==> src/rtl/nibble_serial_alu_ctrl_pkg.sv <==
// Shared definitions for the nibble-serial ALU sequencer.
// Holds opcode constants, the FSM state type and the nibble width.
package nibble_serial_alu_ctrl_pkg;

    localparam int NIBBLE_W = 4;

    localparam logic [2:0] OP_AND = 3'b000;
    localparam logic [2:0] OP_OR  = 3'b001;
    localparam logic [2:0] OP_ADD = 3'b010;
    localparam logic [2:0] OP_SUB = 3'b110;
    localparam logic [2:0] OP_SLT = 3'b111;

    typedef enum logic [1:0] {
        S_IDLE = 2'd0,
        S_RUN  = 2'd1,
        S_DONE = 2'd2
    } state_e;

    // op[1] set means the adder path is in use (ADD/SUB/SLT).
    function automatic logic is_arith(input logic [2:0] op);
        return op[1];
    endfunction

    // op[1:0] == 11 selects set-on-less-than.
    function automatic logic is_slt(input logic [2:0] op);
        return op[1] & op[0];
    endfunction

endpackage

==> src/rtl/nibble_serial_alu_ctrl_mux.sv <==
// Nibble selector: returns nibble sel_i of a WIDTH-bit word.
// Ports: data_i word, sel_i nibble index, nib_o selected nibble.
module nibble_serial_alu_ctrl_mux
    import nibble_serial_alu_ctrl_pkg::*;
#(
    parameter int WIDTH   = 16,
    parameter int NIBBLES = WIDTH / NIBBLE_W,
    parameter int KW      = (NIBBLES > 1) ? $clog2(NIBBLES) : 1
) (
    input  logic [WIDTH-1:0]    data_i,
    input  logic [KW-1:0]       sel_i,
    output logic [NIBBLE_W-1:0] nib_o
);

    assign nib_o = data_i[NIBBLE_W*int'(sel_i) +: NIBBLE_W];

endmodule

==> src/rtl/nibble_serial_alu_ctrl.sv <==
// Sequencer driving a 4-bit ALU slice one nibble per cycle, low first.
// Ports: start/busy/done handshake, operands a/b/op, result+flags, slice bus.
module nibble_serial_alu_ctrl
    import nibble_serial_alu_ctrl_pkg::*;
#(
    parameter int WIDTH   = 16,
    parameter int NIBBLES = WIDTH / NIBBLE_W
) (
    input  logic                clk,
    input  logic                rst_n,
    input  logic                start,
    input  logic [WIDTH-1:0]    a,
    input  logic [WIDTH-1:0]    b,
    input  logic [2:0]          op,
    output logic                busy,
    output logic                done,
    output logic [WIDTH-1:0]    result,
    output logic                cout,
    output logic                overflow,
    output logic                zero,
    output logic [NIBBLE_W-1:0] alu_a,
    output logic [NIBBLE_W-1:0] alu_b,
    output logic [2:0]          alu_op,
    output logic                alu_cin,
    input  logic [NIBBLE_W-1:0] alu_result,
    input  logic                alu_cout,
    input  logic                alu_set,
    input  logic                alu_overflow
);

    localparam int KW = (NIBBLES > 1) ? $clog2(NIBBLES) : 1;
    localparam logic [KW-1:0] K_LAST = KW'(NIBBLES - 1);

    state_e           state_q, state_d;
    logic [KW-1:0]    k_q, k_d;
    logic [WIDTH-1:0] a_q, a_d;
    logic [WIDTH-1:0] b_q, b_d;
    logic [2:0]       op_q, op_d;
    logic             carry_q, carry_d;
    logic [WIDTH-1:0] result_q, result_d;
    logic             cout_q, cout_d;
    logic             ovf_q, ovf_d;

    always_ff @(posedge clk) begin
        if (!rst_n) begin
            state_q  <= S_IDLE;
            k_q      <= '0;
            a_q      <= '0;
            b_q      <= '0;
            op_q     <= '0;
            carry_q  <= 1'b0;
            result_q <= '0;
            cout_q   <= 1'b0;
            ovf_q    <= 1'b0;
        end else begin
            state_q  <= state_d;
            k_q      <= k_d;
            a_q      <= a_d;
            b_q      <= b_d;
            op_q     <= op_d;
            carry_q  <= carry_d;
            result_q <= result_d;
            cout_q   <= cout_d;
            ovf_q    <= ovf_d;
        end
    end

    always_comb begin
        state_d  = state_q;
        k_d      = k_q;
        a_d      = a_q;
        b_d      = b_q;
        op_d     = op_q;
        carry_d  = carry_q;
        result_d = result_q;
        cout_d   = cout_q;
        ovf_d    = ovf_q;
        unique case (state_q)
            S_IDLE: begin
                if (start) begin
                    a_d     = a;
                    b_d     = b;
                    op_d    = op;
                    k_d     = '0;
                    state_d = S_RUN;
                end
            end
            S_RUN: begin
                result_d[NIBBLE_W*int'(k_q) +: NIBBLE_W] = alu_result;
                carry_d = alu_cout;
                k_d     = k_q + KW'(1);
                if (k_q == K_LAST) begin
                    state_d = S_DONE;
                    k_d     = '0;
                    // Logic ops never report carry or overflow.
                    cout_d  = is_arith(op_q) & alu_cout;
                    ovf_d   = is_arith(op_q) & alu_overflow;
                    // Sign of the adder corrected by overflow gives the
                    // true signed comparison.
                    if (is_slt(op_q)) begin
                        result_d = {{(WIDTH-1){1'b0}},
                                    alu_set ^ alu_overflow};
                    end
                end
            end
            S_DONE: begin
                state_d = S_IDLE;
            end
            default: begin
                state_d = S_IDLE;
            end
        endcase
    end

    nibble_serial_alu_ctrl_mux #(
        .WIDTH   (WIDTH),
        .NIBBLES (NIBBLES),
        .KW      (KW)
    ) u_mux_a (
        .data_i (a_q),
        .sel_i  (k_q),
        .nib_o  (alu_a)
    );

    nibble_serial_alu_ctrl_mux #(
        .WIDTH   (WIDTH),
        .NIBBLES (NIBBLES),
        .KW      (KW)
    ) u_mux_b (
        .data_i (b_q),
        .sel_i  (k_q),
        .nib_o  (alu_b)
    );

    // Nibble 0 takes binv as carry-in so SUB/SLT form two's complement.
    assign alu_cin  = (k_q == '0) ? op_q[2] : carry_q;
    assign alu_op   = op_q;
    assign busy     = (state_q != S_IDLE);
    assign done     = (state_q == S_DONE);
    assign result   = result_q;
    assign cout     = cout_q;
    assign overflow = ovf_q;
    assign zero     = (result_q == '0);

endmodule

==> config.mk <==
export PLATFORM = sky130hd
export DESIGN_NAME = nibble_serial_alu_ctrl
export DESIGN_NICKNAME = d
export VERILOG_FILES = /design/src/rtl/nibble_serial_alu_ctrl_pkg.sv /design/src/rtl/nibble_serial_alu_ctrl_mux.sv /design/src/rtl/nibble_serial_alu_ctrl.sv
export SDC_FILE = /design/constraint.sdc
export NUM_CORES = 1
export LEC_CHECK = 0
export CAP_MARGIN = 10
export CORE_MARGIN = 2
export CORE_UTILIZATION = 50
export CTS_CLUSTER_SIZE = 12
export DETAILED_ROUTE_END_ITERATION = 8
export HOLD_SLACK_MARGIN = 0.1
export PLACE_DENSITY = 0.84
export SETUP_SLACK_MARGIN = 0.2
export SLEW_MARGIN = 20
export SYNTH_ARGS = -nofsm -noshare
export SYNTH_HDL_FRONTEND = slang
export SYNTH_SLANG_ARGS = --single-unit
==> constraint.sdc <==
create_clock -name clk -period 5 [get_ports clk]
set_clock_uncertainty 0.1 [all_clocks]
set_input_delay 1.25 -clock clk [delete_from_list [all_inputs] [get_ports clk]]
set_output_delay 1.25 -clock clk [all_outputs]
set_load 0.01 [all_outputs]
==> impl_metrics.toml <==
[outcome]
status = "finished clean"

[clock_network]
cts_hold_buf = 0
post_cts_buffers = 0
cts_root_buf = "clkbuf_8"
cts_max_path_buffers = 2
ctsHtreeMaxLevel = 3
ctsResizeCount = 0
clk_pin_slew_worst_paths_ps = 60
clock-sinks = 58
worstSkewPairLatency_ps = 340
cts_tree = "built"
cts_buffers = 9

[route]
drc = 0
drt-met1-wl_um = 2740
routed_via_density = 5.44
met2_wirelength_um = 3060
top_layer = "met4"
drt_iter0_drc = 184
routed-wl-met3_um = 393
drt_wl_total_um = 6310
detail-route-antenna-nets = 0
wire_per_inst_um = 14.7
drt_first_pass_iters = 4
vias = 2332

[die]
row_count = 26
chipWidth_um = 78.1
die_area_um2 = 6090
start_util = 0.527
fp.dieH_um = 78.1
io_pins = 78
coreArea_um2 = 5200

[critical_path]
critPathArrivalTime_ps = 2480
critPathKind = "flip-flop to output port"
cp.required_ps = 3650
cp-end-kind = "output port"
cpPeakStageDelay_ps = 830
path_cells = "inv_1 -> ha_1 -> mux2_2 -> clkdlybuf4s50_1"
critical_path_buf_inv_count = 2
cp_max_fo = 16
start_kind = "flip-flop"
critical-path-slowest-cell = "dfxtp_1"
crit_family = "flip-flops"

[yosys]
syn_avg_cell_area_um2 = 9.69
synth_edf_count = 0
synth.top_cell.area_share = 0.423
ys_types = 35
synth_nets = 334
seq_area_frac_synth = 0.423
syn-cell-area_um2 = 2740
synth_warnings = 0
synth_ff_type = "dfxtp_1"
synthTopCellsByArea = "dfxtp_1 (42%), a21boi_2 (12%), nand2_1 (11%), mux4_2 (6.6%), a32oi_1 (3.2%)"
ys_seq_elements = 58
synthCells = 283
ys_async_sr_fraction = 0
yosys.area.top_type = "dfxtp_1"

[sta]
tightest_slew_ps = 786
rsz0062_at_grt = "false"
finalHoldViolCount = 0
holdWs_ps = 362
period_share = 0.765
drv_slew = 0
timing.fmax_mhz = 261
setup_tns_ps = 0
setup_slack_ps = 1170
period_needed_ps = 3830
setup_viol = 0
slew_headroom = 0.475

[global_route]
grt_start_max_net_pins = 46
overflow = 0
antenna_found_initial = 0
grt_usage = 0.214
grt_first_pass_wirelength_um = 10200
grt_pass1_vias = 2207

[layout]
layout_common_cells = "nand2_1 (81), clkdlybuf4s50_1 (77), dfxtp_1 (58)"
final_common_cell = "nand2_1"
area_delta_synth_final_pct = 34.5
layout-drive-gt1-share = 0.170
final_nets = 405
final_util = 0.709
antenna_cells = 0

[placed_design]
port_buffers = 77
gp_congestion = 0.844
hpwl_um = 4360
post-place-ws_ps = 1480

[power_and_ir_drop]
p_per_area_nw_per_um2 = 299
ir_worst_vdd_uv = 180
power.total_mw = 1.10
p_leak_nw = 1.30

[job]
drv_cap = 0

[min_path]
hp-class = "flip-flop to flip-flop"
## per-layer routing
layer	vias to the layer above	global-route usage
met5	-	0
li1	1134	-
met4	0	0.0877
met3	12	0.0609
met2	88	0.359
met1	1098	0.259
## path summary, 6_finish.rpt
kind | cells after the start | startpoint | to | slack (ps)
max | 4 | k_q[0] | alu_cin | 1170
min | 2 | a_q[13] | a_q[13] | 360
max reg2reg | 5 | k_q[0] | result[0] | 2520
min reg2reg | 2 | a_q[13] | a_q[13] | 360
## worst reg2reg max path: stages (launching register included)
cell,delay (ps)
dfxtp_1,830
inv_1,220
ha_1,490
and4bb_2,320
a221oi_1,290
o21ai_0,120
## cell type report
cell class	instances	area, um^2
fill	422	1520
multi-input combinational	203	1450
sequential	58	1160
timing repair buffer	79	786
clock buffer	14	163
tap	70	87.6
clock inverter	2	35.0
inverter	3	11.3
## metrics by stage
stage | instance area, um^2 | instances
2_1_floorplan | 2740 | 283
3_3_place_gp | 3490 | 413
3_5_place_dp | 3490 | 413
4_1_cts | 3690 | 429
5_1_grt | 3690 | 429
6_report | 3690 | 429
## flip-flops by register name (all words and copies together) (netlist names)
name / flops
overflow: 1
b_q: 16
a_q: 16
result: 16
k_q: 2
alu_op: 3
state_q: 2
carry_q: 1
cout: 1
## kinds of logic (layout without fill, tap and decap cells)
kind of cell / after synthesis / after routing / synth area share
adder cells (fa/ha/maj): 6 / 6 / 0.0274
AO/OA/AOI/OAI: 60 / 60 / 0.207
multiplexers: 9 / 9 / 0.0698
buffers and inverters: 22 / 98 / 0.0493
XOR/XNOR: 1 / 1 / 0.00319
flip-flops: 58 / 58 / 0.423
AND/OR/NAND/NOR: 127 / 127 / 0.220
## synth_stat cells (2+ instances only)
| master | instances |
|---|---|
| nand2_1 | 81 |
| dfxtp_1 | 58 |
| a21boi_2 | 30 |
| a32oi_1 | 10 |
| nor2_1 | 10 |
| a21boi_0 | 9 |
| mux4_2 | 8 |
| nand4_1 | 7 |
| buf_2 | 6 |
| clkbuf_1 | 6 |
| ha_1 | 6 |
| a21oi_1 | 5 |
| buf_6 | 5 |
| nand3b_1 | 5 |
| nor2b_1 | 4 |
| nor4_1 | 4 |
| and4bb_2 | 3 |
| inv_1 | 3 |
| nand3_1 | 3 |
| and3_1 | 2 |
| buf_4 | 2 |
| nor3_1 | 2 |
| o21ai_0 | 2 |
## report_power, final
group / internal [mW] / switching [mW] / leakage (nW)
clock: 0.257 / 0.176 / 0.101
sequential: 0.484 / 0.0197 / 0.474
combinational: 0.0944 / 0.0740 / 0.726
(Power assumes the default switching activity.)
==> RTL edit 1, RTL diff (config.mk and constraints unchanged) <==
Encoding of `state_e`: now one-hot (3 bits for 3 states).
--- a/src/rtl/nibble_serial_alu_ctrl_pkg.sv
+++ b/src/rtl/nibble_serial_alu_ctrl_pkg.sv
@@ -11,8 +11,8 @@
     localparam logic [2:0] OP_SLT = 3'b111;
 
-    typedef enum logic [1:0] {
-        S_IDLE = 2'd0,
-        S_RUN  = 2'd1,
-        S_DONE = 2'd2
+    typedef enum logic [2:0] {
+        S_IDLE = 3'b001,
+        S_RUN  = 3'b010,
+        S_DONE = 3'b100
     } state_e;
 
Formal check against the unedited RTL: no difference found for any inputs over 10 cycles, from zero or initial values and one cycle with rst_n low; not proved beyond that.
==> RTL edit 1 against the unedited design <==
- power shrank 4.8%
- register-to-register slack gained 0.25 ns
- worst setup slack gained 0.23 ns
- synthesized area shrank 1.2%
- core utilization grew 0.11 points
- final area shrank 0.47%
- non-clock buffer count grew 1
- wire length grew 0.41%
- first-iteration DRC count shrank 24%
- die area shrank 1.1%
- sequential cell count grew 1
- synthesized cell count grew 4.6%
- highest routed layer unchanged
==> RTL edit 1: results <==
{
  "status": "complete, no violations",
  "cpPeakStageDelay_ns": 0.66,
  "layout-drive-gt1-share_pct": 8.65,
  "first_global_vias": 2295,
  "grt_usage_pct": 22.6,
  "ir_drop_v": 0.000186,
  "swShare_pct": 23.8,
  "layout.comb_gates.multi_input": 213,
  "crit_family": "buffers and inverters",
  "clkCellAreaFrac_pct": 5.21,
  "syn_area_per_cell_um2": 9.16,
  "gr-usage-met3_pct": 6.05,
  "netlist_top_cells_area": "dfxtp_1, nand2_1, a21boi_0, mux4_2, a21oi_1",
  "pg_seq_mw": 0.505,
  "dp_cells": 424,
  "dr.first_iter.drc_count": 139,
  "use_met1_pct": 27.2,
  "via_count": 2377,
  "globalplace.congestion": 0.835,
  "synth_nets": 347,
  "pwr-share-clk_pct": 39.1,
  "p_int_mw": 0.801,
  "nonClkBufAreaFrac_pct": 21.6,
  "wl_met1_um": 2650,
  "clock-sinks": 59,
  "clkbuf_count": 15,
  "ys_types": 42,
  "grt_max_degree": 37,
  "ys_seq_area_share_pct": 43.6,
  "met3_length_um": 428
}
-- RTL edit 1: changes by cell type in the layout (fill, tap and decap cells not counted), moves of 4 or more --
| cell | delta |
|---|---|
| a21boi_2 | -30 |
| a21boi_0 | +22 |
| a21oi_1 | +12 |
| a32oi_1 | -10 |
| nor2_1 | -10 |
| a21boi_1 | +6 |
| nand4_1 | +6 |
| nand2_1 | +4 |
| nand3b_1 | -4 |
| nand4bb_1 | +4 |
-- RTL edit 1: stage by stage --
| step | hold slack (ns) | instance area, µm² |
|---|---|---|
| floorplan | 0.332 | 2710 |
| global placement | 0.340 | 3470 |
| detailed placement | 0.346 | 3470 |
| CTS | 0.356 | 3670 |
| global route | 0.370 | 3670 |
| finish | 0.355 | 3670 |
-- RTL edit 1: worst min-delay path: stages, from the launching register on --
cell and delay [ns]:
dfxtp_1 0.31, nand2_1 0.05, a21boi_1 0.05
-- RTL edit 1: final timing paths --
check,from,end,slack (ns),depth (start not counted)
setup / recovery,k_q[1]$_SDFFE_PN0P_,alu_cin,1.41,4
hold / removal,b_q[5]$_SDFFE_PN0P_,b_q[5]$_SDFFE_PN0P_,0.36,2
setup reg to reg,k_q[1]$_SDFFE_PN0P_,result[14]$_SDFFE_PN0P_,2.77,5
hold reg to reg,b_q[5]$_SDFFE_PN0P_,b_q[5]$_SDFFE_PN0P_,0.36,2
-- RTL edit 1: cells by family after synthesis --
logic type               synth area share, %
adder cells (fa/ha/maj)                 2.77
multiplexers                            7.43
flip-flops                              43.6
AND/OR/NAND/NOR                         25.9
XOR/XNOR                               0.323
AO/OA/AOI/OAI                           15.5
buffers and inverters                   4.57
==> RTL edit 2, RTL diff (config.mk and constraints unchanged) <==
Made on the original files. `WIDTH` is set to 16 in 2 places; all go to 8.
--- a/src/rtl/nibble_serial_alu_ctrl_mux.sv
+++ b/src/rtl/nibble_serial_alu_ctrl_mux.sv
@@ -4,5 +4,5 @@
     import nibble_serial_alu_ctrl_pkg::*;
 #(
-    parameter int WIDTH   = 16,
+    parameter int WIDTH   = 8,
     parameter int NIBBLES = WIDTH / NIBBLE_W,
     parameter int KW      = (NIBBLES > 1) ? $clog2(NIBBLES) : 1
--- a/src/rtl/nibble_serial_alu_ctrl.sv
+++ b/src/rtl/nibble_serial_alu_ctrl.sv
@@ -4,5 +4,5 @@
     import nibble_serial_alu_ctrl_pkg::*;
 #(
-    parameter int WIDTH   = 16,
+    parameter int WIDTH   = 8,
     parameter int NIBBLES = WIDTH / NIBBLE_W
 ) (
Interface: changed (resized a, b and result); port bits go from 78 to 54. No check against the original RTL was run, so the function may have changed too.
==> RTL edit 2 against the unedited design <==
- highest routed layer unchanged
- power down 51%
- clock power down 67%
- critical endpoint is now alu_b[1]
- final area down 46%
- sequential cell count down 25
- synthesized area down 48%
- worst setup slack better by 0.45 ns
- wire length down 49%
==> RTL edit 2: results <==
{
  "worstPathArrival_ns": 2.03,
  "crit_end": "alu_b[1]",
  "via_count": 1276,
  "routed_wl_um": 3210,
  "path_max_fanout": 18,
  "synth_fa_ha_area_share_pct": 0,
  "status": "complete, no violations",
  "grt_max_degree": 34,
  "layout-drive-gt1-share_pct": 10.8,
  "worstReg2RegStart": "state_q[0]$_SDFFE_PN0P_",
  "hold_end": "overflow$_SDFFE_PN0P_",
  "cts-root-buf": "clkbuf_4",
  "ir_drop_v": 0.000206,
  "synth_compound_area_share_pct": 18.0,
  "ys_seq_area_share_pct": 46.3,
  "numCtsBuffers": 5,
  "netlist_top_cells_area": "dfxtp_1, nand2_1, a21boi_0, mux2_2, a21boi_1",
  "synth_common_cells": "nand2_1, dfxtp_1, a21boi_0",
  "min_from": "overflow$_SDFFE_PN0P_",
  "nNetsFinal": 240,
  "ys_types": 29,
  "cts_htree_levels": 2,
  "p_int_mw": 0.398,
  "grt_pass1_wl_um": 5440,
  "dr.first_iter.drc_count": 28,
  "seqPwrFrac_pct": 53.5,
  "grt_usage_pct": 21.5,
  "io_buffers": 53,
  "p_leak_nw": 0.748,
  "hpwl_um": 2290,
  "use_met1_pct": 25.4
}
## RTL edit 2: cell types whose count changed after synthesis, sizes merged, moves of 4 or more
| cell | delta |
|---|---|
| a21boi | -12 |
| a21oi | -5 |
| a32oi | -10 |
| buf | -6 |
| dfxtp | -25 |
| ha | -6 |
| mux2 | +8 |
| mux4 | -8 |
| nand2 | -31 |
| nand3b | -4 |
| nand4 | -6 |
| nor2 | -7 |
| nor4 | -4 |
## RTL edit 2: stage by stage
stage               power [mW]  setup slack, ns  cells
floorplan                0.352             2.62    161
global placement         0.405             2.03    235
detailed placement       0.408             1.99    235
CTS                      0.550             1.60    243
global route             0.574             1.52    243
finish                   0.544             1.62    243
## RTL edit 2: layout make-up
type / count / area [µm²] / area share, %
flip-flops and latches: 33 / 661 / 33.2
inverters: 1 / 3.75 / 0.189
repair buffers: 53 / 531 / 26.7
clock buffers: 6 / 41.3 / 2.08
well taps: 31 / 38.8 / 1.95
multi-input cells: 117 / 704 / 35.4
clock inverters: 2 / 10.0 / 0.503
